[src/rtl/alu_pkg.sv]
// Shared widths, ALU function codes and the issue-beat record carried by alu_issue.
package alu_pkg;

  localparam int ALU_XLEN  = 32;
  localparam int ALU_FN_W  = 4;
  localparam int ALU_REG_W = 5;

  localparam logic [ALU_FN_W-1:0] ALU_ADD  = 4'd0;
  localparam logic [ALU_FN_W-1:0] ALU_SUB  = 4'd8;
  localparam logic [ALU_FN_W-1:0] ALU_SLL  = 4'd1;
  localparam logic [ALU_FN_W-1:0] ALU_SRL  = 4'd5;
  localparam logic [ALU_FN_W-1:0] ALU_SRA  = 4'd13;
  localparam logic [ALU_FN_W-1:0] ALU_XOR  = 4'd4;
  localparam logic [ALU_FN_W-1:0] ALU_OR   = 4'd6;
  localparam logic [ALU_FN_W-1:0] ALU_AND  = 4'd7;
  localparam logic [ALU_FN_W-1:0] ALU_SLT  = 4'd2;
  localparam logic [ALU_FN_W-1:0] ALU_SLTU = 4'd3;
  localparam logic [ALU_FN_W-1:0] ALU_BGE  = 4'd9;
  localparam logic [ALU_FN_W-1:0] ALU_BGEU = 4'd10;

  typedef struct packed {
    logic [ALU_FN_W-1:0]  alu_fn;
    logic [ALU_XLEN-1:0]  operand_a;
    logic [ALU_XLEN-1:0]  operand_b;
    logic                 bneq;
    logic                 btype;
    logic [ALU_REG_W-1:0] rd;
    logic                 we;
    logic [ALU_XLEN-1:0]  pc;
  } issue_beat_t;

endpackage

[src/rtl/alu_fwd_mux.sv]
// Forwarding select for one source register: EX result, then WB result, then register file.
module alu_fwd_mux #(
  parameter int XLEN  = 32,
  parameter int REG_W = 5
) (
  input  logic [REG_W-1:0] rs,
  input  logic [XLEN-1:0]  rf_data,
  input  logic             ex_we,
  input  logic [REG_W-1:0] ex_rd,
  input  logic [XLEN-1:0]  ex_data,
  input  logic             wb_we,
  input  logic [REG_W-1:0] wb_rd,
  input  logic [XLEN-1:0]  wb_data,
  output logic [XLEN-1:0]  value
);

  logic rs_nonzero;
  assign rs_nonzero = |rs;

  always_comb begin
    value = rf_data;
    if (ex_we && rs_nonzero && (ex_rd == rs)) begin
      value = ex_data;
    end else if (wb_we && rs_nonzero && (wb_rd == rs)) begin
      value = wb_data;
    end
  end

endmodule

[src/rtl/alu_issue.sv]
// Execute-issue stage: operand forwarding/select into a main register plus one-entry skid buffer.
module alu_issue
  import alu_pkg::*;
#(
  parameter int XLEN  = ALU_XLEN,
  parameter int FN_W  = ALU_FN_W,
  parameter int REG_W = ALU_REG_W
) (
  input  logic             clk,
  input  logic             rst,
  input  logic             dec_valid,
  output logic             dec_ready,
  input  logic [FN_W-1:0]  dec_alu_fn,
  input  logic [REG_W-1:0] dec_rs1,
  input  logic [REG_W-1:0] dec_rs2,
  input  logic [XLEN-1:0]  dec_rs1_data,
  input  logic [XLEN-1:0]  dec_rs2_data,
  input  logic [XLEN-1:0]  dec_imm,
  input  logic [XLEN-1:0]  dec_pc,
  input  logic             dec_a_pc,
  input  logic             dec_b_imm,
  input  logic [REG_W-1:0] dec_rd,
  input  logic             dec_we,
  input  logic             dec_bneq,
  input  logic             dec_btype,
  input  logic             fwd_ex_we,
  input  logic [REG_W-1:0] fwd_ex_rd,
  input  logic [XLEN-1:0]  fwd_ex_data,
  input  logic             fwd_wb_we,
  input  logic [REG_W-1:0] fwd_wb_rd,
  input  logic [XLEN-1:0]  fwd_wb_data,
  input  logic             flush,
  output logic             ex_valid,
  input  logic             ex_ready,
  output logic [FN_W-1:0]  ex_alu_fn,
  output logic [XLEN-1:0]  ex_operandA,
  output logic [XLEN-1:0]  ex_operandB,
  output logic             ex_bneq,
  output logic             ex_btype,
  output logic [REG_W-1:0] ex_rd,
  output logic             ex_we,
  output logic [XLEN-1:0]  ex_pc
);

  logic [XLEN-1:0] rs1_value;
  logic [XLEN-1:0] rs2_value;

  alu_fwd_mux #(.XLEN(XLEN), .REG_W(REG_W)) u_fwd_rs1 (
    .rs      (dec_rs1),
    .rf_data (dec_rs1_data),
    .ex_we   (fwd_ex_we),
    .ex_rd   (fwd_ex_rd),
    .ex_data (fwd_ex_data),
    .wb_we   (fwd_wb_we),
    .wb_rd   (fwd_wb_rd),
    .wb_data (fwd_wb_data),
    .value   (rs1_value)
  );

  alu_fwd_mux #(.XLEN(XLEN), .REG_W(REG_W)) u_fwd_rs2 (
    .rs      (dec_rs2),
    .rf_data (dec_rs2_data),
    .ex_we   (fwd_ex_we),
    .ex_rd   (fwd_ex_rd),
    .ex_data (fwd_ex_data),
    .wb_we   (fwd_wb_we),
    .wb_rd   (fwd_wb_rd),
    .wb_data (fwd_wb_data),
    .value   (rs2_value)
  );

  issue_beat_t in_beat;
  issue_beat_t m_beat, m_beat_nxt;
  issue_beat_t s_beat, s_beat_nxt;
  logic        m_valid, m_valid_nxt;
  logic        s_valid, s_valid_nxt;
  logic        accept;
  logic        drain;
  logic        m_free;

  always_comb begin
    in_beat           = '0;
    in_beat.alu_fn    = dec_alu_fn;
    in_beat.operand_a = dec_a_pc  ? dec_pc  : rs1_value;
    in_beat.operand_b = dec_b_imm ? dec_imm : rs2_value;
    in_beat.bneq      = dec_bneq;
    in_beat.btype     = dec_btype;
    in_beat.rd        = dec_rd;
    in_beat.we        = dec_we;
    in_beat.pc        = dec_pc;
  end

  assign accept = dec_valid & dec_ready;
  assign drain  = m_valid & ex_ready;
  assign m_free = ~m_valid | drain;

  // M takes the oldest held beat first (S), otherwise the incoming one; S only fills behind a stalled M.
  always_comb begin
    m_beat_nxt  = m_beat;
    s_beat_nxt  = s_beat;
    m_valid_nxt = m_valid;
    s_valid_nxt = s_valid;
    if (m_free) begin
      if (s_valid) begin
        m_beat_nxt  = s_beat;
        m_valid_nxt = 1'b1;
        s_valid_nxt = accept;
        if (accept) s_beat_nxt = in_beat;
      end else begin
        m_valid_nxt = accept;
        if (accept) m_beat_nxt = in_beat;
      end
    end else if (accept) begin
      s_beat_nxt  = in_beat;
      s_valid_nxt = 1'b1;
    end
  end

  always_ff @(posedge clk) begin
    if (rst) begin
      m_valid   <= 1'b0;
      s_valid   <= 1'b0;
      dec_ready <= 1'b1;
      m_beat    <= '0;
      s_beat    <= '0;
    end else if (flush) begin
      m_valid   <= 1'b0;
      s_valid   <= 1'b0;
      dec_ready <= 1'b1;
    end else begin
      m_valid   <= m_valid_nxt;
      s_valid   <= s_valid_nxt;
      dec_ready <= ~s_valid_nxt;
      m_beat    <= m_beat_nxt;
      s_beat    <= s_beat_nxt;
    end
  end

  assign ex_valid    = m_valid;
  assign ex_alu_fn   = m_beat.alu_fn;
  assign ex_operandA = m_beat.operand_a;
  assign ex_operandB = m_beat.operand_b;
  assign ex_bneq     = m_beat.bneq;
  assign ex_btype    = m_beat.btype;
  assign ex_rd       = m_beat.rd;
  assign ex_we       = m_beat.we;
  assign ex_pc       = m_beat.pc;

endmodule
[config.mk]
export PLATFORM = sky130hd
export DESIGN_NAME = alu_issue
export DESIGN_NICKNAME = d
export VERILOG_FILES = /design/src/rtl/alu_pkg.sv /design/src/rtl/alu_fwd_mux.sv /design/src/rtl/alu_issue.sv
export SDC_FILE = /design/constraint.sdc
export NUM_CORES = 1
export LEC_CHECK = 0
export CAP_MARGIN = 20
export CORE_ASPECT_RATIO = 0.8
export CORE_MARGIN = 2
export CORE_UTILIZATION = 45
export CTS_BUF_LIST = sky130_fd_sc_hd__clkbuf_8
export CTS_CLUSTER_SIZE = 8
export DETAILED_ROUTE_END_ITERATION = 16
export DONT_BUFFER_PORTS = 1
export SLEW_MARGIN = 20
export SYNTH_ARGS = -nofsm -noshare
export SYNTH_HDL_FRONTEND = slang
export SYNTH_SLANG_ARGS = --single-unit
[constraint.sdc]
create_clock -name clk -period 1.5 [get_ports clk]
set_input_delay 0.15 -clock clk [delete_from_list [all_inputs] [get_ports clk]]
set_output_delay 0.15 -clock clk [all_outputs]
set_load 0.1 [all_outputs]
# Word-level counts from Yosys, hierarchy flattened
# Index checks and enable logic that the tools add are counted.
[word_totals]
input_bits = 233
mem_bits_ro = 0
reg_bits = 219
out_inout_bits = 110
mem_bits_rw = 0
word_cells = 59
n_memories = 0
latchBits = 0
[op_classes]
bitwise = 6
n_div = 0
n_eq_ne = 5
n_reduce_logical = 14
add_sub_neg = 0
mul = 0
n_mux = 15
n_lt_le_gt_ge = 0
shift = 0
[ops]
columns = ["operator", "n"]
rows = [
  ["$mux W108", 5],
  ["$mux W32", 6],
  ["$eq A5 B5 Y1", 4],
  ["$reduce_or A5 Y1", 2],
  ["$logic_and A1 B1 Y1", 8],
  ["$mux W1", 4],
  ["$not A1 Y1", 3],
  ["$reduce_and A3 Y1", 1],
  ["$and A1 B1 Y1", 2],
  ["$ne A2 B2 Y1 const B", 1],
  ["$reduce_and A2 Y1", 1],
  ["$reduce_bool A2 Y1", 1],
  ["$reduce_or A2 Y1", 1],
  ["$or A1 B1 Y1", 1],
]

# Logic depth before layout (Yosys ltp)
# Gate-level depths: netlist of run 1.
[logic_depth]
ltp_word = 9
mapped_depth = 8
depth_no_buf = 5

# Modules after synthesis
# Synthesis of run 1 repeated with hierarchy kept, for this count alone.
[hier_totals]
hier_cells = 1445
hier_area_um2 = 11255.8
[by_module_without_submodules]
columns = ["mod", "n_inst", "cells_each", "area_per_inst_um2", "seq_area_each_um2"]
rows = [
  ["alu_issue", 1, 1107, 9359.0, 4384.2],
  ["alu_fwd_mux", 2, 169, 948.4, 0.0],
]

# Worst setup path after synthesis of run 1
# No wires, ideal clock.
[synth_timing]
kind = "register -> register"
start = "register dec_ready"
end = "register s_beat[42] (netlist bit)"
period_less_slack_ns = 2.452
path_slack_ns = -0.952
path_stages_with_launch = 7
setup_time_ns = 0.075
path_buffers = 1
arrival_ns = 2.377
required_ns = 1.425
cell_sequence = "dfxtp_1 nand2_1 a211oi_4 buf_6 o21ai_1 or3_1 o22ai_1"
[synth_between]
elab_chain_cells = 4
[synth_lines]
columns = ["item", "line", "rtl"]
rows = [
  ["from (decl)", "alu_issue.sv:12", "output logic dec_ready,"],
  ["from (signal assigned)", "alu_issue.sv:133", "dec_ready <= ~s_valid_nxt;"],
  ["$and A1 B1 Y1 (*)", "alu_issue.sv:93", "assign accept = dec_valid & dec_ready;"],
  ["$mux W108 (*)", "n/a", ""],
  ["$mux W108", "n/a", ""],
  ["$mux W108 (*)", "n/a", ""],
  ["to (signal assigned)", "alu_issue.sv:135", "s_beat <= s_beat_nxt;"],
  ["to (decl)", "alu_issue.sv:74", "issue_beat_t s_beat, s_beat_nxt;"],
]
# Every way passes the cells marked *; elsewhere a longest branch is shown, timed or not. The select of a mux whose other input is x is not followed.
# A chain may end at the register's enable or synchronous reset.

# Worst setup path after layout of run 1
[layout_timing]
start = "register s_valid"
end = "register s_beat[60] (netlist bit)"
[layout_between]
elab_chain_cells = 2
[layout_lines]
columns = ["item", "line", "rtl"]
rows = [
  ["from (decl)", "alu_issue.sv:76", "logic s_valid, s_valid_nxt;"],
  ["from (signal assigned)", "alu_issue.sv:132", "s_valid <= s_valid_nxt;"],
  ["$ne A2 B2 Y1 (no source line)", "n/a", ""],
  ["$reduce_and A2 Y1 (no source line)", "n/a", ""],
]
# Every way passes these cells.

==> results.md, run 1 <==
* Status: complete, but fails checks
* Failing checks: negative hold slack, negative setup slack
* Core Box Area at about 0.026 mm²
* Worst clock skew at 0.0235 ns
* Async SR Flop Fraction at 0
* Placed instance area at ~0.014 mm²
* Die H at 151 µm
* Post-Synthesis Cells at 1495
* DR vias at 15100
* Initial Util at 0.460
* Ratio of cells with drive above 1 in the final layout at 0.284
* Crit path launch: s_valid$_SDFF_PP0_
* Inst Count DP at 1919
* Max-capacitance violation count at 0
* H-tree depth at 2
* FF+latch count, synth at 219
* Part of the cycle the worst path needs at 1.20
* Vias in the first global route at 14200
* Die area at 0.0283 mm²
* Peak supply drop at 0.000594 V
* P_leak at 7.11 nW
* GPL Wtd Cong at 0.913
* Yosys warning count at 0
* Detailed placement HPWL at 32.7 mm
* Crit. path cell count at 7
* Clock buffer depth at 3
* Skew-Pair Late Insertion Delay at 0.57 ns
* Overflow after GRT at 0
* Iteration-0 DRC Markers at 1602
* Crit Path Max Fanout at 14
* Antenna Nets Post-Route at 0
* Synth top area share at 0.361
* First-pass GRT wire length at 83.7 mm
* Crit path required time at 1.98 ns
* Largest net degree at the start of global routing at 94
* Hold Path Class: in -> reg
* DIE WIDTH at between 150 and 200 µm
* Synth top area cells: dfxtp_1, a221oi_1, nand2_1
* Synth Net Count at 1728
* CTS Root Cell: clkbuf_8
* Fin cells at 2284
* Clock sinks at 219
* Final Instance Area at 0.0195 mm²
* Main flop type after synthesis: dfxtp_1
* Num CTS Buffers at 40
* Most instantiated cells after synthesis: dfxtp_1, nand2_1, a21oi_1
* Crit Path Category: reg -> reg
* Seq/Total Area, Yosys at 0.361
* Startpoint types: register
* CTS tree: done
* Final worst path period need at 1.79 ns
* Power consumption at 0.0168 W
* Max-slew violations at 0
* Antenna violations before repair at 5
* Final setup vio count at 204
* R2r startpoint: s_valid$_SDFF_PP0_
* Cell Pwr Density at 864 mW/mm²
* CP peak stage delay at 0.38 ns
* Top delay family on crit path: compound AO/OA/AOI/OAI gates
* Worst Reg2Reg Path Length in Cells at 7
* F_max at 558 MHz
* Via density at ~6.6
* Worst setup EP type: register
* CP max stage cell: dfxtp_4
* Final WL at 59.5 mm
* WHS at -0.331 ns
* Post-synth EDFFs at 0
* Post-Syn Area per Cell at 8.11 µm²
* Final WS setup at -0.293 ns
* Drc violations at 0
* Post-layout util at 0.738
* Area Overhead vs Synth at 60.5%
* Count of final hold-check violations at 92
* Area leader, netlist: dfxtp_1
* R2r setup slk at -0.29 ns
* Ports at between 300 and 400
* Worst Setup EP: s_beat[60]$_SDFFE_PP0P_
* Most frequent cell after synthesis: dfxtp_1
* Slew @ Worst Pin at 0.685 ns
* Distinct cells, synth at between 50 and 60
* Reg-to-reg endpoint: s_beat[60]$_SDFFE_PP0P_
* Slew margin rel. at 0.543
* WL per Instance at 26.1 µm
* Clock transition at the registers of the reported paths at 0.06 ns
* # nets final at between 2000 and 2500
* RSZ-0062 raised after global routing: yes
* Gr usage total at 0.378
* Synth Cell Area at roughly 0.012 mm²
* Critical path buffers and inverters at 3
* Signal arrival time at the worst endpoint at 2.27 ns
* Number of port buffers at 0
* Worst-path cell chain: inv_4 > a211oi_4 > buf_6 > buf_12 > o21ai_1 > or3_1 > o22ai_1
* Row cnt at 53
* Fillers at approximately 1900
* DR pass1 iterations at 8
## registers in the layout (all words and copies together) (netlist names)
signal and flops:
ex_operandA 32, ex_rd 5, s_beat 108, ex_valid 1, ex_alu_fn 4, ex_pc 32
ex_we 1, ex_btype 1, ex_bneq 1, s_valid 1, ex_operandB 32, dec_ready 1
## worst min-delay path by stage
stage                         start                       to  slack (ns)  depth (start not counted)
after floorplan           dec_pc[0]   s_beat[0]$_SDFFE_PP0P_        0.29                          2
after global placement        flush    ex_valid$_SDFFE_PP0N_        0.22                          1
after detailed placement      flush    ex_valid$_SDFFE_PP0N_        0.23                          1
after global routing            rst  s_beat[20]$_SDFFE_PP0P_       -0.36                          1
after CTS                       rst  s_beat[20]$_SDFFE_PP0P_       -0.36                          1
final                           rst  s_beat[37]$_SDFFE_PP0P_       -0.33                          1
## placed cells by master (no fill, tap or decap), types with 14 or more instances in the layout
cell,n
o21ai_2,14
o22ai_1,58
mux2i_1,65
buf_4,177
o211ai_1,31
a22o_1,22
dlygate4sd3_1,222
nor2_1,56
a221oi_2,26
buf_6,27
o221ai_2,30
a221oi_1,63
buf_16,16
clkbuf_8,52
nor2b_1,30
a21oi_1,80
and3_1,33
o21ai_1,80
nand2_4,14
inv_1,23
o21ai_0,38
a21oi_2,43
a211oi_1,34
buf_12,48
dfxtp_1,216
or3_1,63
a211oi_2,20
nand2_1,173
a22oi_1,30
## stage by stage
| stage | setup TNS, ns | worst slack [ns] |
|---|---|---|
| floorplan | -48.12 | -0.331 |
| global placement | -12.30 | -0.183 |
| detailed placement | -16.24 | -0.182 |
| CTS | -14.50 | -0.159 |
| global route | -38.48 | -0.308 |
| finish | -29.63 | -0.293 |
## worst register-to-register path: cells and delay by family, from the launching register on
kind | cells | cell delay, ns
and+or+nand+nor | 1 | 0.33
AOI/OAI and AO/OA | 3 | 0.55
DFF | 1 | 0.38
buffers and inverters | 3 | 0.46
## timing repair
action	in CTS	in global routing
hold endpoints to repair	219	95
resized for setup	107	156
gates cloned	17	12
setup buffers	36	12
pin swaps	32	78
endpoints found under the setup margin	149	218
hold buffers	222	3
## report_power, final
part           total [W]  switching (W)  leakage (nW)  internal [W]
registers        0.00624       0.000172          1.78       0.00607
clock network    0.00590        0.00267         0.436       0.00324
logic            0.00469        0.00300          4.89       0.00168
## kinds of logic after synthesis
group | Yosys count | share of synthesized area
AOI/OAI and AO/OA | 616 | 0.342
and+or+nand+nor | 410 | 0.168
DFF | 219 | 0.361
buffers and inverters | 167 | 0.0622
muxes | 66 | 0.0545
xor gates and xnor gates | 16 | 0.0116
adders and majority gates | 1 | 0.000825
## layout make-up
type	instances	area [µm²]	area share
sequential	219	4400	0.226
timing repair buffer	513	5710	0.293
inverter	16	62.6	0.00321
multi-input combinational	1109	8050	0.413
tap	357	447	0.0229
clock buffer	52	716	0.0368
antenna	6	15.0	0.000771
clock inverter	12	78.8	0.00405
## routing by layer
layer	vias to the layer above	part of all wire	track usage
met1	7134	0.37	0.466
met4	0	0.056	0.186
met3	269	0.11	0.0799
met5	-	0	0
li1	6523	-	-
met2	1148	0.46	0.633
(Power assumes the default switching activity.)
==> inputs of run 2 (changes only) <==
--- a/config.mk
+++ b/config.mk
@@ -13,6 +13,7 @@
 export CTS_CLUSTER_SIZE = 8
 export DETAILED_ROUTE_END_ITERATION = 16
 export DONT_BUFFER_PORTS = 1
+export SKIP_LAST_GASP = 1
 export SLEW_MARGIN = 20
 export SYNTH_ARGS = -nofsm -noshare
 export SYNTH_HDL_FRONTEND = slang
==> results.md, run 2 (synthesized netlist as in run 1, its figures left out) <==
* Max-slew violations at 0 (unchanged)
* Via density at 6.58 (-0.35%)
* Hold Path Class: in -> reg
* DR pass1 iterations at 7 (-1)
* Largest Register: s_beat
* Clock buffer depth at 3 (unchanged)
* Crit Path Category: reg -> reg
* Max-capacitance violation count at 0 (unchanged)
* Core Box Area at 0.0264 mm² (unchanged)
* Crit Path Max Fanout at 8 (-6)
* Largest net degree at the start of global routing at 94 (unchanged)
* Die area at 0.0283 mm² (unchanged)
* GPL Wtd Cong at 0.913 (unchanged)
* Cell Pwr Density at 872 mW/mm² (+0.91%)
* Ratio of cells with drive above 1 in the final layout at 0.263 (-0.0207)
* Fillers at 1938 (+2.8%)
* Most common cell after layout, fill and taps aside: dfxtp_1
* Row cnt at 53 (unchanged)
* Skew-Pair Late Insertion Delay at 0.57 ns (about the same)
* Overflow after GRT at 0 (unchanged)
* Peak supply drop at 0.000593 V (-0.15%)
* Hold path startpoint: rst
* Inst Count DP at 1919 (unchanged)
* Power consumption at 0.0167 W (-0.73%)
* H-tree depth at 2 (unchanged)
* CTS Root Cell: clkbuf_8
* Worst Reg2Reg Path Length in Cells at 8 (+1)
* WHS at -0.336 ns (-0.00430 ns)
* CTS tree: done
* Detailed placement HPWL at 32.7 mm (unchanged)
* Antenna violations before repair at 7 (+2)
* P_leak at 6.96 nW (-2.1%)
* RSZ-0062 raised after global routing: yes
* Failing checks: negative hold slack, negative setup slack
* Num CTS Buffers at 40 (unchanged)
* Slew @ Worst Pin at 0.888 ns (+0.203 ns)
* Reg-to-reg endpoint: ex_operandA[22]$_SDFFE_PP0P_
* Largest register FFs at 108 (unchanged)
* Die H at 151 µm (unchanged)
* Gr usage total at 0.374 (-0.00382)
* First-pass GRT wire length at 82.6 mm (-1.3%)
* Final WL at 58.6 mm (-1.6%)
* Register Area at 0.00440 mm² (unchanged)
* Slew margin rel. at 0.408 (-0.135)
* WL per Instance at 25.6 µm (-1.7%)
* Fin cells at 2287 (+0.13%)
* R2r setup slk at -0.24 ns (+0.05 ns)
* Iteration-0 DRC Markers at 1636 (+2.1%)
* WHS Endpoint: s_beat[106]$_SDFFE_PP0P_
* Count of final hold-check violations at 92 (unchanged)
* Final setup vio count at 206 (+0.98%)
* DR vias at 15000 (-0.22%)
* Vias in the first global route at 14100 (-0.84%)
* Area Overhead vs Synth at 57.9%
* Crit path required time at 1.97 ns (about the same)
* Initial Util at 0.460 (unchanged)
* Startpoint types: register
* # nets final at 2131 (-0.047%)
* Most frequent cells in the layout: dfxtp_1, dlygate4sd3_1, buf_4, nand2_1, a21oi_1
* Post-layout util at 0.726 (-0.0120)
* Worst hold stages at 1 (unchanged)
* Status: complete, but fails checks
* Worst clock skew at 0.0230 ns (-0.000459 ns)
* DIE WIDTH at 188 µm (unchanged)
* Cts hold-fix bufs at 217 (-2.3%)
* Multi-input logic area at 0.00775 mm² (-3.6%)
* Number of port buffers at 0 (unchanged)
* Crit path launch: s_valid$_SDFF_PP0_
* F_max at 575 MHz (+3.0%)
* R2r startpoint: s_valid$_SDFF_PP0_
* Part of the cycle the worst path needs at 1.16 (-0.0352)
* Antenna Nets Post-Route at 0 (unchanged)
* Final WS setup at -0.240 ns (+0.0528 ns)
* Clock transition at the registers of the reported paths at 0.06 ns (about the same)
* Drc violations at 0 (unchanged)
* Signal arrival time at the worst endpoint at 2.21 ns (-0.06 ns)
* Final worst path period need at 1.74 ns (-0.0528 ns)
* Ports at 343 (unchanged)
* Clock sinks at 219 (unchanged)
* Worst setup EP type: register
-- run 2: changes by cell type in the layout (fill, tap and decap cells not counted), sizes merged --
cell	change
dlygate4sd3	-8
diode	+4
clkbuf	+2
buf	+5
-- run 2: metal layers --
layer | share of wire | global-route usage | vias to the layer above | routed length (µm)
met5 | 0.00034 | 0 | - | 20
met4 | 0.058 | 0.198 | 2 | 3410
met3 | 0.11 | 0.0934 | 284 | 6720
met2 | 0.45 | 0.617 | 1175 | 26600
met1 | 0.37 | 0.455 | 7055 | 21800
li1 | - | - | 6525 | -
-- run 2: how the worst max path moves through the flow --
| stage | to | slack [ns] | depth (start not counted) |
|---|---|---|---|
| finish | ex_operandA[22]$_SDFFE_PP0P_ | -0.24 | 8 |
| global placement | ex_operandA[22]$_SDFFE_PP0P_ | -0.18 | 6 |
| CTS | s_beat[71]$_SDFFE_PP0P_ | -0.16 | 7 |
| detailed placement | s_beat[89]$_SDFFE_PP0P_ | -0.18 | 6 |
| floorplan | s_beat[79]$_SDFFE_PP0P_ | -0.33 | 6 |
| global route | ex_operandB[21]$_SDFFE_PP0P_ | -0.31 | 8 |
-- run 2: repair_timing --
action / in CTS / in global routing
setup buffers: 36 / 17
gates cloned: 17 / 15
pin swaps: 19 / 67
resized for setup: 73 / 120
setup endpoints to repair: 149 / 216
hold endpoints to repair: 219 / 91
-- run 2: power breakdown --
part | switching [W] | total, W | leakage, nW | internal [W]
Clock | 0.00265 | 0.00589 | 0.436 | 0.00324
Combinational | 0.00295 | 0.00459 | 4.74 | 0.00164
Sequential | 0.000168 | 0.00624 | 1.78 | 0.00607
Total | 0.00576 | 0.0167 | 6.96 | 0.0109
-- run 2: worst max-delay path, cell delays in order, from the launching register on --
cell and delay [ns]:
dfxtp_4 0.36, buf_4 0.12, a21oi_4 0.04, nor4_4 0.31
buf_6 0.20, buf_16 0.16, buf_6 0.15, o211ai_1 0.13
o21ai_1 0.17
-- run 2: area by class of cell --
cell class | instances | area share
timing repair buffer | 512 | 0.296
antenna | 10 | 0.00131
tap | 357 | 0.0233
clock inverter | 12 | 0.00412
clock buffer | 52 | 0.0374
sequential | 219 | 0.229
multi-input combinational | 1109 | 0.405
inverter | 16 | 0.00314
-- run 2: stage by stage --
stage	hold slack, ns	setup TNS (ns)	instance area [µm²]	setup WS (ns)
final	-0.336	-25.15	19200	-0.240
after global routing	-0.368	-36.35	19100	-0.307
after CTS	-0.359	-15.28	18300	-0.163
after detailed placement	0.229	-16.24	14200	-0.182
after global placement	0.222	-12.30	14200	-0.183
after floorplan	0.286	-48.12	12400	-0.331
